[config.mk]
export PLATFORM = sky130hd
export DESIGN_NAME = voice_allocator
export DESIGN_NICKNAME = d
export VERILOG_FILES = /design/src/rtl/synth_pkg.sv /design/src/rtl/voice_search.sv /design/src/rtl/voice_allocator.sv
export SDC_FILE = /design/constraint.sdc
export NUM_CORES = 1
export LEC_CHECK = 0
export BUFFER_PORTS_ARGS = -buffer_cell sky130_fd_sc_hd__buf_2
export CAP_MARGIN = 20
export CORE_ASPECT_RATIO = 1.25
export CORE_MARGIN = 1.5
export CORE_UTILIZATION = 36
export DETAILED_ROUTE_END_ITERATION = 8
export PLACE_DENSITY = 0.69
export SYNTH_ARGS = -nofsm -noshare
export SYNTH_HDL_FRONTEND = slang
export SYNTH_SLANG_ARGS = --single-unit
[constraint.sdc]
create_clock -name clk -period 1.6 [get_ports clk]
set_input_delay 0.24 -clock clk [delete_from_list [all_inputs] [get_ports clk]]
set_output_delay 0.24 -clock clk [all_outputs]
set_load 0.05 [all_outputs]
[src/rtl/synth_pkg.sv]
// Shared constants for the synth voice path: note/code widths, voice allocator
// FSM encoding and the tuning lookup's default code.
package synth_pkg;

   localparam int NOTE_W = 7;
   localparam int CODE_W = 32;

   localparam logic [CODE_W-1:0] DEFAULT_CODE = 32'd66213;

   typedef enum logic [1:0] {
      ST_IDLE   = 2'd0,
      ST_SEARCH = 2'd1,
      ST_LOOKUP = 2'd2,
      ST_COMMIT = 2'd3
   } alloc_state_t;

endpackage

[src/rtl/voice_search.sv]
// Combinational voice scan: lowest held voice playing note_num (match) and
// lowest voice whose gate is low (free).
module voice_search
   import synth_pkg::*;
#(
   parameter int NUM_VOICES = 4,
   parameter int IDX_W      = $clog2(NUM_VOICES)
) (
   input  logic [NUM_VOICES-1:0]        gate,
   input  logic [NUM_VOICES*NOTE_W-1:0] notes,
   input  logic [NOTE_W-1:0]            note_num,
   output logic                         match_hit,
   output logic [IDX_W-1:0]             match_idx,
   output logic                         free_hit,
   output logic [IDX_W-1:0]             free_idx
);

   // Scanning downwards lets the lowest qualifying voice be the last writer.
   always_comb begin
      match_hit = 1'b0;
      match_idx = '0;
      free_hit  = 1'b0;
      free_idx  = '0;
      for (int i = NUM_VOICES - 1; i >= 0; i--) begin
         if (gate[i] && (notes[i*NOTE_W +: NOTE_W] == note_num)) begin
            match_hit = 1'b1;
            match_idx = IDX_W'(i);
         end
         if (!gate[i]) begin
            free_hit = 1'b1;
            free_idx = IDX_W'(i);
         end
      end
   end

endmodule

[src/rtl/voice_allocator.sv]
// Polyphonic voice allocator: assigns note events to voice slots and sequences the
// shared tuning lookup. Define VOICE_STEAL_EN to steal voices round-robin when full.
module voice_allocator
   import synth_pkg::*;
#(
   parameter int NUM_VOICES = 4,
   parameter int CODE_W     = 32
) (
   input  logic                           clk,
   input  logic                           reset,
   input  logic                           note_valid,
   output logic                           note_ready,
   input  logic                           note_on,
   input  logic [6:0]                     note_num,
   output logic [6:0]                     lookup_note,
   input  logic [CODE_W-1:0]              lookup_code,
   output logic [NUM_VOICES-1:0]          voice_gate,
   output logic [NUM_VOICES*7-1:0]        voice_note,
   output logic [NUM_VOICES*CODE_W-1:0]   voice_code
);

   localparam int IDX_W = $clog2(NUM_VOICES);

   alloc_state_t             state_q, state_d;
   logic                     ev_on_q, ev_on_d;
   logic [NOTE_W-1:0]        ev_note_q, ev_note_d;
   logic [NOTE_W-1:0]        lookup_note_q, lookup_note_d;
   logic [IDX_W-1:0]         target_q, target_d;
   logic [NUM_VOICES-1:0]    gate_q, gate_d;
   logic [NOTE_W-1:0]        note_q [NUM_VOICES];
   logic [NOTE_W-1:0]        note_d [NUM_VOICES];
   logic [CODE_W-1:0]        code_q [NUM_VOICES];
   logic [CODE_W-1:0]        code_d [NUM_VOICES];
`ifdef VOICE_STEAL_EN
   logic [IDX_W-1:0]         steal_ptr_q, steal_ptr_d;
   logic                     steal_q, steal_d;
`endif

   logic                     match_hit, free_hit;
   logic [IDX_W-1:0]         match_idx, free_idx;

   assign note_ready  = (state_q == ST_IDLE) && !reset;
   assign lookup_note = lookup_note_q;
   assign voice_gate  = gate_q;

   for (genvar g = 0; g < NUM_VOICES; g++) begin : g_flat
      assign voice_note[g*NOTE_W +: NOTE_W] = note_q[g];
      assign voice_code[g*CODE_W +: CODE_W] = code_q[g];
   end

   voice_search #(
      .NUM_VOICES (NUM_VOICES)
   ) u_search (
      .gate      (gate_q),
      .notes     (voice_note),
      .note_num  (ev_note_q),
      .match_hit (match_hit),
      .match_idx (match_idx),
      .free_hit  (free_hit),
      .free_idx  (free_idx)
   );

   always_comb begin
      state_d       = state_q;
      ev_on_d       = ev_on_q;
      ev_note_d     = ev_note_q;
      lookup_note_d = lookup_note_q;
      target_d      = target_q;
      gate_d        = gate_q;
      note_d        = note_q;
      code_d        = code_q;
`ifdef VOICE_STEAL_EN
      steal_ptr_d   = steal_ptr_q;
      steal_d       = steal_q;
`endif
      unique case (state_q)
         ST_IDLE: begin
            if (note_valid && note_ready) begin
               ev_on_d   = note_on;
               ev_note_d = note_num;
               state_d   = ST_SEARCH;
            end
         end
         ST_SEARCH: begin
            state_d = ST_IDLE;
`ifdef VOICE_STEAL_EN
            steal_d = 1'b0;
`endif
            // Retrigger beats a free slot so a held note never occupies two voices.
            if (ev_on_q && (match_hit || free_hit)) begin
               target_d      = match_hit ? match_idx : free_idx;
               lookup_note_d = ev_note_q;
               state_d       = ST_LOOKUP;
            end
`ifdef VOICE_STEAL_EN
            else if (ev_on_q) begin
               target_d      = steal_ptr_q;
               steal_d       = 1'b1;
               lookup_note_d = ev_note_q;
               state_d       = ST_LOOKUP;
            end
`else
            else if (ev_on_q) begin
               state_d = ST_IDLE;
            end
`endif
            else if (match_hit) begin
               target_d = match_idx;
               state_d  = ST_COMMIT;
            end
         end
         ST_LOOKUP: begin
            state_d = ST_COMMIT;
         end
         ST_COMMIT: begin
            state_d = ST_IDLE;
            // Note-off only drops the gate; note and code stay for the release tail.
            if (ev_on_q) begin
               gate_d[target_q] = 1'b1;
               note_d[target_q] = ev_note_q;
               code_d[target_q] = lookup_code;
`ifdef VOICE_STEAL_EN
               if (steal_q) begin
                  steal_ptr_d = (steal_ptr_q == IDX_W'(NUM_VOICES - 1)) ? '0 : steal_ptr_q + 1'b1;
               end
`endif
            end else begin
               gate_d[target_q] = 1'b0;
            end
         end
         default: state_d = ST_IDLE;
      endcase
   end

   always_ff @(posedge clk) begin
      if (reset) begin
         state_q       <= ST_IDLE;
         ev_on_q       <= 1'b0;
         ev_note_q     <= '0;
         lookup_note_q <= '0;
         target_q      <= '0;
         gate_q        <= '0;
         note_q        <= '{default: '0};
         code_q        <= '{default: '0};
`ifdef VOICE_STEAL_EN
         steal_ptr_q   <= '0;
         steal_q       <= 1'b0;
`endif
      end else begin
         state_q       <= state_d;
         ev_on_q       <= ev_on_d;
         ev_note_q     <= ev_note_d;
         lookup_note_q <= lookup_note_d;
         target_q      <= target_d;
         gate_q        <= gate_d;
         note_q        <= note_d;
         code_q        <= code_d;
`ifdef VOICE_STEAL_EN
         steal_ptr_q   <= steal_ptr_d;
         steal_q       <= steal_d;
`endif
      end
   end

endmodule
==> results.md, run 1 <==
- Setup slack after layout: -0.0446 ns
- Failing checks: setup timing
- Die width: approximately 130 um
- Buffers and inverters on the worst path: 1
- Max-cap violations: 0
- Register area share after synthesis: a little over half
- Crit path max-delay cell type: dfxtp_1
- CP max FO: 5
- Core Region: between 15000 and 20000 um^2
- Pin count of the biggest net entering global routing: 84
- Final Hold Viols: 0
- Sequential fraction of design power: about half
- Switch share: 22.6%
- Post-route ant nets: 0
- Setup violators final: 6
- Mapped cell area: 6720 um^2
- Async SR Flop Fraction: 0%
- CTS max path bufs: 2
- Unrepaired setup endpoints after global routing: true
- Min Tclk post-route: between 1.5 and 2 ns
- Comb pwr share: ~4.8%
- Clk pin slew, worst setup/hold paths: ~0.06 ns
- LEAKAGE: between 3 and 4 nW
- Place WS: -0.124 ns
- Starting Density: between 30% and 40%
- Avg WL per Cell: 15.8 um
- Crit start category: flop
- Slew Viols, Final: 0
- Multi-input logic area: about 2900 um^2
- R2R Path Start: ev_note_q[3]
- CP peak stage delay: roughly 0.34 ns
- Total grt overflow: 0
- Yosys cell types: 31
- CP required: 1.90 ns
- Pwr/cell area: 999 nW/um^2
- F_max: a little over 600 MHz
- CP delay by family, top: simple AND/OR/NAND/NOR gates
- Layout area overhead: 32.5%
- FF/Latch Area: 3630 um^2
- DRT iter0 DRCs: ~340
- P_sw: 2.01 mW
- # DRC: 0
- Critical path arrival: ~2 ns
- Cells after Synth: 847
- Die Y: ~160 um
- Main flop type after synthesis: dfxtp_1
- WL final: 20500 um
- Number of synthesized register bits: around 180
- Die area: between 15000 and 20000 um^2
- HP Start: note_num[4]
- CP cell instances: buf_4 -> xnor2_1 -> nand4_1 -> nor2_2 -> nor2_2 -> a31o_2 -> mux2i_1
- Final non-filler cell area: between 8000 and 9000 um^2
- Vias in the first global route: between 5000 and 6000
- Final worst-path cycle share: 103%
- Layout net count: 1100
- CTS Buf Count: 17
- Root buffer cell: clkbuf_16
- FP Rows: 55
- Pint: between 6 and 7 mW
- Initial antenna violation count: 1
- Area after DPL: between 8000 and 9000 um^2
- YS warnings: 0
- Number of placed I/O pins: about 210
- Setup CP Type: reg -> reg
- Post-synth EDFFs: 0
- Detail Placement HPWL: roughly 14000 um
- Global-route wire length before repair: ~32000 um
- Hold crit path type: in -> reg
- Clock Latency Late Sink: approximately 0.43 ns
- # fillers: ~1800
- DRT Pass-1 Iters: 5
- Share of layout cells above drive strength 1: a little under a third
- Status: complete, but fails checks
- Clock network power share: approximately 45%
- Flop2flop setup slack: -0.04 ns
- Crit-path most repeated cell: nor2_2
- CTS tree: yes
- Relative slew margins: slightly above 40%
- Htree depth: 4
- Fin Clk Skew: 0.00785 ns
- Least-Margin Pin Slew: 0.882 ns
- Gr usage total: 20.8%
- Worst setup startpoint: ev_note_q[3]
- Post-synth net total: 890
- CP Capture Type: flop
- Port Buf Inserts: 210
- Routability cong.: 0.828
- Vias per cell: ~4.9
- Sink Count: 179
- Vias after detailed routing: 6353
- Peak supply drop: 0.671 mV
- Syn avg cell area: approximately 8 um^2
==> stage by stage <==
stage	hold WS [ns]	utilization [%]	TNS (ns)	total power, mW	cells
5_1_grt	0.00763	49.0	-1.06	9.18	1299
2_1_floorplan	0.349	-	-0.559	4.82	847
3_5_place_dp	0.443	45.6	-0.968	5.01	1264
3_3_place_gp	0.439	45.6	-0.548	5.01	1264
6_report	0.0204	49.0	-0.215	8.89	1299
4_1_cts	0.0000578	48.9	-0.263	8.97	1298
==> repair_timing <==
item	in CTS	in global routing
hold buffers	0	0
cloned	0	0
endpoints found under the setup margin	11	35
setup buffers	2	0
hold endpoints to repair	0	0
pin swaps	2	3
resized for setup	8	5
==> worst paths after layout <==
path	cells past startpoint	endpoint
setup / recovery	7	lookup_note[6]
hold / removal	3	ev_note_q[4]
setup reg to reg	7	lookup_note[6]
hold reg to reg	2	voice_code[1]
==> synth_stat cells, drive strengths merged (3+ instances only) <==
master | n | area share (%)
nand4 | 9 | 0.84
xnor2 | 22 | 2.9
nor2 | 11 | 0.73
dfxtp | 179 | 53
nand2 | 326 | 18
nand2b | 18 | 1.7
mux2i | 9 | 1.3
xor2 | 6 | 0.89
o21ai | 11 | 0.82
buf | 30 | 2.5
a21oi | 163 | 12
nand3 | 5 | 0.37
nor2b | 3 | 0.39
clkbuf | 38 | 2.1
and2 | 4 | 0.37
==> worst min-delay path, stage by stage <==
cell	delay, ns
buf_2	0.08
nand2_1	0.03
o21ai_0	0.06
==> logic make-up (layout without fill, tap and decap cells) <==
group / count (synthesis) / after routing / share of synthesized area [%]
mux: 9 / 9 / 1.34
buf+inv: 69 / 292 / 4.69
compound gates: 180 / 180 / 13.7
xor+xnor: 28 / 28 / 3.76
flops: 179 / 179 / 53.3
simple gates: 382 / 382 / 23.2
other cells: 0 / 1 / 0
==> cell usage in the layout (no fill, tap or decap), drive strengths merged, types with 2 or more instances in the layout <==
cell type	instances
clkinv	6
a21oi	163
nand4	9
and2	4
buf	258
xor2	6
nand2b	18
and3	2
mux2i	9
o21ai	11
a31o	2
nor2b	3
nand3	5
xnor2	22
clkbuf	25
clkinvlp	2
nand2	326
nor2	11
dfxtp	179
==> power groups by stage <==
stage          clock network (mW)  logic [mW]  registers [mW]
2_1_floorplan                   0       0.231            4.58
3_3_place_gp                    0       0.415            4.60
3_5_place_dp                    0       0.414            4.60
4_1_cts                      4.05       0.423            4.50
5_1_grt                      4.22       0.465            4.50
6_report                     3.97       0.431            4.50
==> registers in the layout, indices dropped and copies added, names as in the netlist, named ones only <==
signal,count
voice_code,128
voice_note,28
ev_note_q,7
lookup_note,7
target_q,2
ev_on_q,1
state_q,1
==> routing by layer <==
layer	GRT usage, %	part of all wire, %	wire length, um
met1	24.3	41	8490
met2	36.2	50	10400
met3	4.97	5.4	1100
met4	9.15	2.9	602
met5	0	0	0
==> area by class of cell <==
class | instances | share of cell area, %
Inverter | 1 | 0.0421
Clock buffer | 24 | 5.76
Sequential cell | 179 | 40.8
Timing Repair Buffer | 259 | 17.4
Antenna cell | 1 | 0.0281
Multi-Input combinational cell | 599 | 32.3
Tap cell | 228 | 3.20
Clock inverter | 8 | 0.548
Power figures use the tool's default switching activity.
==> run 2: changes to the inputs <==
--- a/config.mk
+++ b/config.mk
@@ -10,8 +10,10 @@
 export CORE_ASPECT_RATIO = 1.25
 export CORE_MARGIN = 1.5
 export CORE_UTILIZATION = 36
+export CTS_BUF_LIST = sky130_fd_sc_hd__clkbuf_16
 export DETAILED_ROUTE_END_ITERATION = 8
-export PLACE_DENSITY = 0.69
+export PLACE_DENSITY = 0.68
 export SYNTH_ARGS = -nofsm -noshare
 export SYNTH_HDL_FRONTEND = slang
+export SYNTH_HIERARCHICAL = 1
 export SYNTH_SLANG_ARGS = --single-unit
==> results.md, run 2 <==
- Status: complete, but fails checks
- Failing checks: setup timing
- # DRC: 0 (unchanged)
- Initial antenna violation count: 1 (unchanged)
- CP Capture Type: flop
- Hold path depth: 3 (unchanged)
- CTS Buf Count: 17 (unchanged)
- Post-synth EDFFs: 0 (unchanged)
- Async SR Flop Fraction: 0% (unchanged)
- Vias after detailed routing: 5662 (-11%)
- Pwr/cell area: 946 nW/um^2 (-5.3%)
- Avg WL per Cell: 16.1 um (+1.5%)
- Reg2reg path depth: 9 (+2)
- Post-route ant nets: 0 (unchanged)
- Count leader, synth: nand2b_1
- Critical path arrival: 2.16 ns (+0.21 ns)
- Peak supply drop: 0.712 mV (+6.1%)
- Global-route wire length before repair: 30500 um (-4.3%)
- CTS tree: yes
- Syn avg cell area: 10.7 um^2 (+35%)
- YS warnings: 6 (+6)
- Antenna Cells: 0 (-1)
- Total grt overflow: 0 (unchanged)
- Clock Latency Late Sink: 0.43 ns (about the same)
- Core Region: 20200 um^2 (+11%)
- Relative slew margins: 65.4% (+24 points)
- Vias in the first global route: 5610 (-5.2%)
- LEAKAGE: 5.05 nW (+36%)
- Routability cong.: 0.852 (+3.0%)
- Area contributors post-synth: dfxtp_1, mux2i_1, nand2b_1, xnor2_1, clkbuf_1
- Die Y: 164 um (+5.5%)
- Max-cap violations: 0 (unchanged)
- Final non-filler cell area: 9840 um^2 (+10%)
- Number of placed I/O pins: 211 (unchanged)
- Cells after Synth: 701 (-17%)
- Final worst-path cycle share: 113% (+10 points)
- Setup CP Type: reg -> reg
- Min Tclk post-route: 1.81 ns (+0.166 ns)
- Area after DPL: 9200 um^2 (+11%)
- Pin count of the biggest net entering global routing: 79 (-6.0%)
- Share of layout cells above drive strength 1: 35.7% (+4.2 points)
- Detail Placement HPWL: 13900 um (-3.4%)
- Setup slack after layout: -0.211 ns (-0.166 ns)
- Register area share after synthesis: 47.8% (-5.5 points)
- Final Hold Viols: 0 (unchanged)
- Root buffer cell: clkbuf_16
- Slew Viols, Final: 0 (unchanged)
- CP max FO: 6 (+1)
- Flop2flop setup slack: -0.21 ns (-0.17 ns)
- Hold Slack: 0.0188 ns (-0.00159 ns)
- Starting Density: 37.0% (about the same)
- DRT iter0 DRCs: 233 (-32%)
- FF-to-FF End: lookup_note[2]
- Htree depth: 4 (unchanged)
- FP Rows: 58 (+5.5%)
- Max FFs per register: 128 (unchanged)
- R2R Path Start: ev_note_q[2]
- Hold EP: ev_note_q[5]
- Gr usage total: 18.0% (-2.8 points)
- Hold crit path type: in -> reg
- Main flop type after synthesis: dfxtp_1
- Mapped cell area: 7490 um^2 (+11%)
- Least-Margin Pin Slew: 0.519 ns (-0.363 ns)
- Most frequent cells in the layout: nand2b_1, buf_2, mux2i_1
- Post-synth top area cell: dfxtp_1
- Post-CTS Setup Bufs: 0 (-2)
- Die area: 21700 um^2 (+11%)
- Number of synthesized register bits: 179 (unchanged)
- Fin Clk Skew: 0.0143 ns (+0.00647 ns)
- Die width: 132 um (+5.4%)
- Top post-synthesis cells by count: nand2b_1, dfxtp_1, mux2i_1, clkbuf_1, xnor2_1
- Clk pin slew, worst setup/hold paths: 0.08 ns (+0.02 ns)
- CTS max path bufs: 2 (unchanged)
- Port Buf Inserts: 210 (unchanged)
- Vias per cell: 4.65 (-4.9%)
- WL final: 19600 um (-4.8%)
- Synth top area share: 47.8% (-5.5 points)
- Sink Count: 179 (unchanged)
- Crit start category: flop
- Layout area overhead: 31.3%
- HP Start: note_num[5]
- Yosys cell types: 37 (+19%)
- Post-synth net total: 744 (-16%)
- F_max: 552 MHz (-9.2%)
- Setup violators final: 11 (+5)
- Layout net count: 978 (-11%)
- DRT Pass-1 Iters: 4 (-1)
- Unrepaired setup endpoints after global routing: true
- CP required: 1.95 ns (+0.05 ns)
## run 2: cell count changes in the layout (fill, tap and decap cells not counted), moves of 4 or more
cell | before | now
nand2_1 | 326 | 11
nand2b_1 | 18 | 208
a21oi_1 | 162 | 8
mux2i_1 | 9 | 163
clkinv_2 | 5 | 0
inv_8 | 0 | 5
clkbuf_8 | 4 | 0
## run 2: cell type report
class                      count  area, um^2
fill                        1858       10400
multi-input combinational    474        3690
sequential                   179        3630
timing repair buffer         262        1570
clock buffer                  18         450
tap                          270         338
clock inverter                14         161
inverter                       1        3.75
## run 2: worst max-delay path by stage
| stage | start | to | slack (ns) | cells past startpoint |
|---|---|---|---|---|
| finish | ev_note_q[2] | lookup_note[2] | -0.21 | 9 |
| CTS | ev_note_q[5] | target_q[1] | -0.23 | 8 |
| global placement | voice_note[16] | lookup_note[6] | -0.27 | 8 |
| floorplan | voice_note[16] | target_q[1] | -0.18 | 8 |
| detailed placement | ev_note_q[2] | lookup_note[2] | -0.33 | 8 |
| global route | ev_note_q[5] | target_q[1] | -0.46 | 8 |
## run 2: cell families (layout without fill, tap and decap cells)
kind of cell	count (synthesis)	after routing	synth area share [%]
AO/OA/AOI/OAI	28	28	2.25
AND/OR/NAND/NOR	255	255	21.3
buffers and inverters	48	295	3.56
XOR/XNOR	28	28	3.27
multiplexers	163	163	21.8
flip-flops	179	179	47.8
## run 2: repair_timing
action | 4_1_cts | 5_1_grt
pin swaps | 5 | 1
endpoints found under the hold margin | 1 | 0
endpoints found under the setup margin | 12 | 16
resized for setup | 6 | 2
hold buffers | 1 | 0
cloned | 0 | 0
## run 2: stage by stage
step / power [mW] / setup WS [ns] / utilization (%) / std cells / setup TNS [ns]
after global placement: 5.07 / -0.268 / 45.4 / 1185 / -2.40
final: 9.31 / -0.211 / 48.6 / 1218 / -1.74
after floorplan: 4.91 / -0.184 / - / 701 / -0.920
after CTS: 9.41 / -0.230 / 48.6 / 1218 / -1.72
after detailed placement: 5.08 / -0.331 / 45.4 / 1185 / -3.13
after global routing: 9.62 / -0.460 / 48.6 / 1218 / -3.67
## run 2: power breakdown
part	total [mW]	switching (mW)	leakage (nW)	internal [mW]
registers	4.49	0.0235	1.46	4.47
logic	0.489	0.249	3.30	0.240
clock network	4.33	2.00	0.295	2.33
## run 2: worst max-delay path: stages (launching register included)
cell      delay [ns]
dfxtp_1         0.33
buf_4           0.15
xnor2_1         0.14
nand4_1         0.16
nor2_4          0.06
nor2b_4         0.12
nand2_2         0.10
buf_4           0.16
o211ai_4        0.28
mux2i_1         0.23
## run 2: layer usage
metal / global-route usage (%) / vias up / share of wire [%]
li1: - / 2799 / -
met1: 20.9 / 2678 / 43
met2: 31.9 / 156 / 50
met3: 4.60 / 27 / 4.8
met4: 6.52 / 2 / 2.1
met5: 0 / - / 0.087
